## src/rtl/dualmem_pkg.sv

```systemverilog
// Shared constants and types for the dual-port memory stream reader.
package dualmem_pkg;

    localparam int AW_DEF     = 13;
    localparam int FIFO_DEPTH = 4;
    localparam int FIFO_CW    = $clog2(FIFO_DEPTH + 1);
    localparam int ENTRY_W    = 9;

    typedef enum logic [1:0] {
        IDLE  = 2'd0,
        READ  = 2'd1,
        DRAIN = 2'd2
    } state_t;

endpackage

```

## src/rtl/dualmem_reader_fifo.sv

```systemverilog
// Small synchronous FIFO holding {last, data} entries between the memory port and the byte stream.
module rdr_fifo
    import dualmem_pkg::*;
(
    input  logic               clk,
    input  logic               rstn,
    input  logic               push,
    input  logic [ENTRY_W-1:0] din,
    input  logic               pop,
    output logic [ENTRY_W-1:0] dout,
    output logic [FIFO_CW-1:0] count,
    output logic               empty
);

    localparam int PW = $clog2(FIFO_DEPTH);

    logic [ENTRY_W-1:0] slots [FIFO_DEPTH];
    logic [PW-1:0]      wr_ptr;
    logic [PW-1:0]      rd_ptr;
    logic               full;
    logic               do_push;
    logic               do_pop;

    assign empty   = (count == '0);
    assign full    = (count == FIFO_CW'(FIFO_DEPTH));
    assign do_pop  = pop && !empty;
    assign do_push = push && (!full || do_pop);
    assign dout    = slots[rd_ptr];

    always_ff @(posedge clk) begin
        if (!rstn) begin
            wr_ptr <= '0;
            rd_ptr <= '0;
            count  <= '0;
        end else begin
            if (do_push) wr_ptr <= wr_ptr + PW'(1);
            if (do_pop)  rd_ptr <= rd_ptr + PW'(1);
            case ({do_push, do_pop})
                2'b10:   count <= count + FIFO_CW'(1);
                2'b01:   count <= count - FIFO_CW'(1);
                default: count <= count;
            endcase
        end
    end

    // Storage needs no reset: an entry is only visible once count covers it.
    always_ff @(posedge clk) begin
        if (do_push) slots[wr_ptr] <= din;
    end

endmodule

```

## src/rtl/dualmem_reader.sv

```systemverilog
// Streaming read engine: turns an (address, length) command into single-cycle memory reads
// and returns the bytes in order on a valid/ready stream with a last flag.
module dualmem_reader
    import dualmem_pkg::*;
#(
    parameter int AW = AW_DEF
) (
    input  logic          clk,
    input  logic          rstn,
    input  logic          cmd_valid,
    output logic          cmd_ready,
    input  logic [AW-1:0] cmd_addr,
    input  logic [AW:0]   cmd_len,
    output logic          mem_en,
    output logic          mem_we,
    output logic [AW-1:0] mem_addr,
    output logic [7:0]    mem_din,
    input  logic [7:0]    mem_dout,
    output logic          out_valid,
    input  logic          out_ready,
    output logic [7:0]    out_data,
    output logic          out_last,
    output logic          busy,
    output logic          done
);

    // Handshakes: a transfer happens on a rising edge where valid && ready; the source holds
    // its payload steady while valid is high and ready is low, and valid never waits on ready.

    state_t               state_q;
    logic [AW-1:0]        rd_addr;
    logic [AW:0]          rem_issue;
    logic [AW:0]          rem_out;
    logic                 inflight;
    logic                 inflight_last;
    logic [FIFO_CW-1:0]   fifo_cnt;
    logic                 fifo_empty;
    logic [ENTRY_W-1:0]   fifo_head;
    logic [FIFO_CW:0]     occupancy;
    logic                 issue;
    logic                 pop;

    // Slots already promised (stored + the read whose data lands next cycle) gate new reads,
    // so the FIFO cannot overflow and out_ready never reaches mem_en.
    assign occupancy = {1'b0, fifo_cnt} + {{FIFO_CW{1'b0}}, inflight};
    assign issue     = (state_q == READ) && (rem_issue != '0)
                       && (occupancy < (FIFO_CW + 1)'(FIFO_DEPTH));

    assign cmd_ready = (state_q == IDLE);
    assign busy      = (state_q != IDLE);
    assign mem_en    = issue;
    assign mem_we    = 1'b0;
    assign mem_din   = 8'h00;
    assign mem_addr  = rd_addr;

    assign out_valid = !fifo_empty;
    assign out_data  = fifo_empty ? 8'h00 : fifo_head[7:0];
    assign out_last  = !fifo_empty && fifo_head[8];
    assign pop       = out_valid && out_ready;

    rdr_fifo u_fifo (
        .clk   (clk),
        .rstn  (rstn),
        .push  (inflight),
        .din   ({inflight_last, mem_dout}),
        .pop   (pop),
        .dout  (fifo_head),
        .count (fifo_cnt),
        .empty (fifo_empty)
    );

    always_ff @(posedge clk) begin
        if (!rstn) begin
            state_q       <= IDLE;
            rd_addr       <= '0;
            rem_issue     <= '0;
            rem_out       <= '0;
            inflight      <= 1'b0;
            inflight_last <= 1'b0;
            done          <= 1'b0;
        end else begin
            done          <= 1'b0;
            inflight      <= issue;
            inflight_last <= issue && (rem_issue == (AW + 1)'(1));
            if (pop) rem_out <= rem_out - (AW + 1)'(1);

            case (state_q)
                IDLE: begin
                    if (cmd_valid) begin
                        rd_addr   <= cmd_addr;
                        rem_issue <= cmd_len;
                        rem_out   <= cmd_len;
                        if (cmd_len == '0) done <= 1'b1;
                        else               state_q <= READ;
                    end
                end
                READ: begin
                    if (issue) begin
                        rd_addr   <= rd_addr + AW'(1);
                        rem_issue <= rem_issue - (AW + 1)'(1);
                        if (rem_issue == (AW + 1)'(1)) state_q <= DRAIN;
                    end
                end
                DRAIN: begin
                    // rem_out reaching its final byte coincides with the FIFO entry tagged last.
                    if (pop && (rem_out == (AW + 1)'(1))) begin
                        done    <= 1'b1;
                        state_q <= IDLE;
                    end
                end
                default: state_q <= IDLE;
            endcase
        end
    end

endmodule

```

## config.mk

```make
export PLATFORM = sky130hd
export DESIGN_NAME = dualmem_reader
export DESIGN_NICKNAME = d
export VERILOG_FILES = /design/src/rtl/dualmem_pkg.sv /design/src/rtl/dualmem_reader_fifo.sv /design/src/rtl/dualmem_reader.sv
export SDC_FILE = /design/constraint.sdc
export NUM_CORES = 1
export LEC_CHECK = 0
export CORE_AREA = 2 2 99 101
export CTS_CLUSTER_DIAMETER = 60
export DETAILED_ROUTE_END_ITERATION = 7
export DIE_AREA = 0 0 101 103
export PLACE_DENSITY = 0.81
export RECOVER_POWER = 100
export REMOVE_ABC_BUFFERS = 1
export SYNTH_ARGS = -nofsm -noshare
export SYNTH_HDL_FRONTEND = slang
export SYNTH_SLANG_ARGS = --single-unit
```

## constraint.sdc

```tcl
create_clock -name clk -period 3 [get_ports clk]
set_clock_uncertainty 0.2 [all_clocks]
set_input_delay 0.9 -clock clk [delete_from_list [all_inputs] [get_ports clk]]
set_output_delay 0.9 -clock clk [all_outputs]
set_load 0.03 [all_outputs]
```

After elaboration in Yosys (flattened, before gate mapping):

Memory sizes are Yosys's and may differ from the RTL's. A register that Yosys moved wholly into a read port is not among the register bits.
Cells that the tools add are included.

* equal/unequal tests: 12
* muxes and demuxes: 25
* reduce and logical (&&, ||, !) cells: 20
* magnitude comparators: 1
* $add $sub $neg: 8

Operators with widths (count)
* $mux 14: 5
* $eq 14x1->1 const B: 2
* $pmux 14 s2: 1
* $sub 14x1->14 const B: 2
* $mux 13: 2
* $pmux 13 s2: 1
* $logic_not 14->1: 1
* $mux 2: 7
* $reduce_bool 14->1: 1
* $add 13x1->13 const B: 1
* $logic_and 1x1->1: 8
* $mux 8: 1
* $ne 2x2->1 const B: 4
* $pmux 2 s3: 1
* $pmux 3 s2: 1
* $reduce_bool 2->1: 3
* $mux 1: 5
* $reduce_and 5->1: 1
* $add 2x1->2 const B: 2
* $add 3x1->4: 1
* $eq 2x1->1 const B: 2
* $eq 2x2->1 const B: 2
* $lt 4x3->1 const B: 1
* $add 3x1->3 const B: 1
* other kinds (9): 10

* bits in writable memories: 36
* memories: 1
* input bits: 39
* register bits after elaboration: 53

Memory list
* u_fifo.slots: words 4, bits a word 9, rd ports 1, clocked after Yosys merged registers in 1, write ports 1, line dualmem_reader_fifo.sv:17 `logic [ENTRY_W-1:0] slots [FIFO_DEPTH];`

Logic depth before layout (Yosys ltp):

* word-level depth: 8
* mapped depth: 9
* gate-level depth less buffers: 8

Cells and area by module:

A second synthesis with hierarchy kept.

* cells, all modules: 476
* area total of the unflattened synthesis: 4663.2 sq um

By module, submodules not included
* dualmem_reader: times used 1, sequential area each 920.9 sq um, area each 2884.0 sq um, cells an instance 376
* rdr_fifo: times used 1, sequential area each 1261.2 sq um, area each 1779.2 sq um, cells an instance 100

Least setup slack after synthesis:

OpenSTA, ideal clock, no wires.

* kind: register -> output
* start: register rem_issue[5]
* end: output mem_en
* stages on the path, launching flop included: 6
* data arrival time: 1.587 ns
* buffers on the path: 2
* slack: 0.313 ns
* cell sequence: dfxtp_1 > buf_6 > or4_1 > buf_2 > nor3_1 > a21oi_1

* longest elaborated chain between the ends: 3

RTL lines
* from (decl): line dualmem_reader.sv:32 `logic [AW:0] rem_issue;`
* from (signal assigned): line dualmem_reader.sv:91 `rem_issue <= cmd_len;`
* from (signal assigned): line dualmem_reader.sv:100 `rem_issue <= rem_issue - (AW + 1)'(1);`
* $reduce_bool 14->1: line dualmem_reader.sv:46 `assign issue = (state_q == READ) && (rem_issue != '0)`
* $logic_and 1x1->1: line dualmem_reader.sv:46
* $logic_and 1x1->1: line dualmem_reader.sv:47 `&& (occupancy < (FIFO_CW + 1)'(FIFO_DEPTH));`
* to (decl): line dualmem_reader.sv:14 `output logic mem_en,`

No other way between the ends.

Final worst setup path:

* start: register rem_issue[6]
* end: output mem_en

Same word-level chain as after synthesis.

==> impl_results.md <==
- FF-to-FF setup slack: 0.45 ns
- Crit. End Element: output port
- Num CTS Buffers: 9
- Grt met2 use: 35.54%
- Layout cells sized above 1: 12.38%
- TritonRoute pass-1 iters: 4
- Placed instance count: 639
- Commonest non-fill, non-tap cell in the layout: dfxtp_1
- DR iter-0 viols: 113
- HPWL after detailed placement: 7.445 mm
- Final setup vio count: 0
- CTS tree: built
- Fin crit period: 2.966 ns
- Worst hold path type: reg2reg
- Clock-pin slew on the worst setup and hold paths: 0.10 ns
- Setup WS pre-CTS: -0.06685 ns
- Final Hold Viols: 0
- Final slew viol count: 0
- Avg Inst Size Synth: 9.717 µm²
- H-tree levels: 3
- Part of the cycle the worst path needs: 98.86%
- Setup ws final: 0.03425 ns
- Area Overhead vs Synth: 22.23%
- Grt total ovfl: 0
- GRT busiest layer: met2
- # DRC: 0
- Vias in the first global route: 3616
- Synth unique cells: 54
- Layout net count: 586
- Met3 global-route usage: 2.983%
- PortBufs: 65
- Critical path arrival: 1.87 ns
- Total number of vias: 3790
- Pleak: 0.001996 µW
- Core ar.: 9459 µm²
- Power per cell area: 718.5 nW/µm²
- Placed Area: 5428 µm²
- Peak VDD IR: 345.6 µV
- Starting Density: 48.39%
- Ys flop type: dfxtp_1
- Status: completed
- Largest net degree at the start of global routing: 54
- Max-slew headroom: 57.94%
- Initial antenna violation count: 0
- Post-route insts no fill: 655
- RR Startpoint: rem_issue[1]$_SDFFE_PN0P_
- Worst slew pin tran: 0.6294 ns
- Cells on worst reg2reg path: 7
- First-pass GRT wire length: 17.08 mm
- Max_cap viols: 0
- Critical Path Source Type: register
- Yosys synthesis warning count: 0
- Critical path class: reg2out
- Cell row count: 36
- Hold Path End: rem_issue[8]$_SDFFE_PN0P_
- WL final: 10.54 mm
- Mapped cell area: 4577 µm²
- Inserted Diodes: 0
- Die ar.: 10400 µm²
- Met1 Use GR: 26.26%
- Max Fclk: 0.3372 GHz
- Synth async-reset ratio: 0%
- Die H: 103 µm
- Io pins: 75
- Pwr Total: 4019 µW
- Post-synthesis register bit count: 91
- Wirelength per Cell: 16.09 µm
- Number of synthesized flops with an enable pin: 36
- Worst path required time: 1.90 ns
- Mapped Cells: 471
- Crit path max fanout: 7
- Seq/Total Area, Yosys: 47.68%
- Root Buffer: clkbuf_8
- Worst Hold Path Cells: 2
- Hold Path Origin: rem_issue[8]$_SDFFE_PN0P_
- RSZ-0062 raised after global routing: yes
- Gr usage total: 20.72%
- Clk Latency, worst-skew pair: 0.36 ns
- Routed Antenna Nets: 0
- Cell area after layout: 5594 µm²
- Worst R2R End: rem_issue[10]$_SDFFE_PN0P_
- Clock Sinks: 91
- Max Buffers Root-to-Sink: 2
- Most frequent cells in the layout: 55 x dfxtp_1, 46 x clkdlybuf4s50_1, 43 x a21oi_1
- Routed vias/inst: 5.786
- GP Congestion: 0.9475
- Die W: 101 µm
critical path: stages (launching register included):
cell and delay (ns):
dfxtp_1 0.38, or4_1 0.58, nor3_2 0.21, a21oi_1 0.14, buf_4 0.20
routing by layer:
layer,vias up,part of all wire (%),wire [µm]
li1,1846,-,-
met1,1823,44,4682
met2,101,49,5194
met3,20,4.1,430
met5,-,0,0
met4,0,2.2,230
worst max-delay path by stage:
| stage | startpoint | endpoint | slack, ns | depth (start not counted) |
|---|---|---|---|---|
| 2_1_floorplan | cmd_valid | mem_addr[2]$_SDFFE_PN0P_ | -0.73 | 4 |
| 3_3_place_gp | u_fifo.count[2]$_SDFFE_PN0P_ | out_data[0] | -0.02 | 3 |
| 3_5_place_dp | u_fifo.count[2]$_SDFFE_PN0P_ | out_data[0] | -0.07 | 3 |
| 4_1_cts | register | out_data[5] | 0.01 | 4 |
| 5_1_grt | rem_issue[6]$_SDFFE_PN0P_ | mem_en | -0.04 | 4 |
| 6_report | rem_issue[6]$_SDFFE_PN0P_ | mem_en | 0.03 | 4 |
registers in the layout, indices dropped and copies added (netlist names), named ones only:
name and cells:
u_fifo.slots 36, inflight 1, u_fifo.count 3, rem_out 14
state_q 2, done 1, u_fifo.rd_ptr 2, mem_addr 13
rem_issue 14, u_fifo.wr_ptr 2, inflight_last 1
metrics by stage:
stage / util, % / hold WS (ns) / setup TNS (ns)
finish: 59.14 / 0.2947 / 0
detailed placement: 57.38 / 0.2779 / -0.1747
floorplan: - / 0.2383 / -17.19
global placement: 57.38 / 0.2549 / -0.02177
global route: 59.14 / 0.3286 / -0.04375
CTS: 59.47 / 0.2902 / 0
final cells by class:
class / count / area, µm²
clock buffer: 9 / 123.9
tap: 114 / 142.6
fill: 789 / 3865
clock inverter: 7 / 60.06
inverter: 15 / 56.30
timing repair buffer: 88 / 830.8
multi-input combinational: 331 / 2198
sequential: 91 / 2182
cells in the mapped netlist, drive strengths merged, types with 2 or more instances:
master / instances / area [µm²]
dfxtp: 55 / 1101
a21oi: 45 / 229.0
edfxtp: 36 / 1081
nand2: 35 / 131.4
nor2: 35 / 131.4
clkbuf: 26 / 97.59
nor3: 17 / 85.08
xnor2: 17 / 148.9
buf: 16 / 108.9
o21ai: 16 / 80.08
inv: 15 / 56.30
nor4: 14 / 87.58
o31ai: 14 / 105.1
nor2b: 11 / 68.82
o211ai: 11 / 82.58
ha: 10 / 125.1
nand3: 10 / 50.05
mux4: 9 / 202.7
or3: 8 / 50.05
and2: 6 / 37.54
and3: 6 / 37.54
a31oi: 5 / 31.28
a21o: 4 / 30.03
a32oi: 4 / 35.03
o32ai: 4 / 35.03
or4: 4 / 31.28
a211oi: 3 / 22.52
a22oi: 3 / 22.52
nand2b: 3 / 18.77
nand4: 3 / 18.77
a211o: 2 / 17.52
and4: 2 / 17.52
nor3b: 2 / 15.01
o22ai: 2 / 12.51
or2: 2 / 12.51
xor2: 2 / 17.52
kinds of logic (layout without fill, tap and decap cells):
kind of cell               after synthesis  after routing  synth area share [%]
muxes                                   10             10                 4.647
other                                    1              9               0.08193
AOI/OAI and AO/OA                      121            121                 17.11
and+or+nand+nor                        161            161                 17.93
DFF                                     91             91                 47.68
adders and majority gates               11             11                 3.171
xor gates and xnor gates                19             19                 3.636
buffers and inverters                   57            119                 5.741
where the power goes:
part / switching (µW) / internal [µW]
clock network: 472 / 317
logic: 963 / 713
registers: 129 / 1420
total: 1560 / 2450
what timing repair did:
| action | 4_1_cts | 5_1_grt |
|---|---|---|
| gates resized for setup | 19 | 12 |
| endpoints found under the setup margin | 11 | 8 |
| hold buffers | 0 | 0 |
| pin swaps | 0 | 0 |
| setup buffers | 0 | 0 |
| gates cloned | 0 | 0 |
Note: power is estimated with default switching activity, not from simulation.
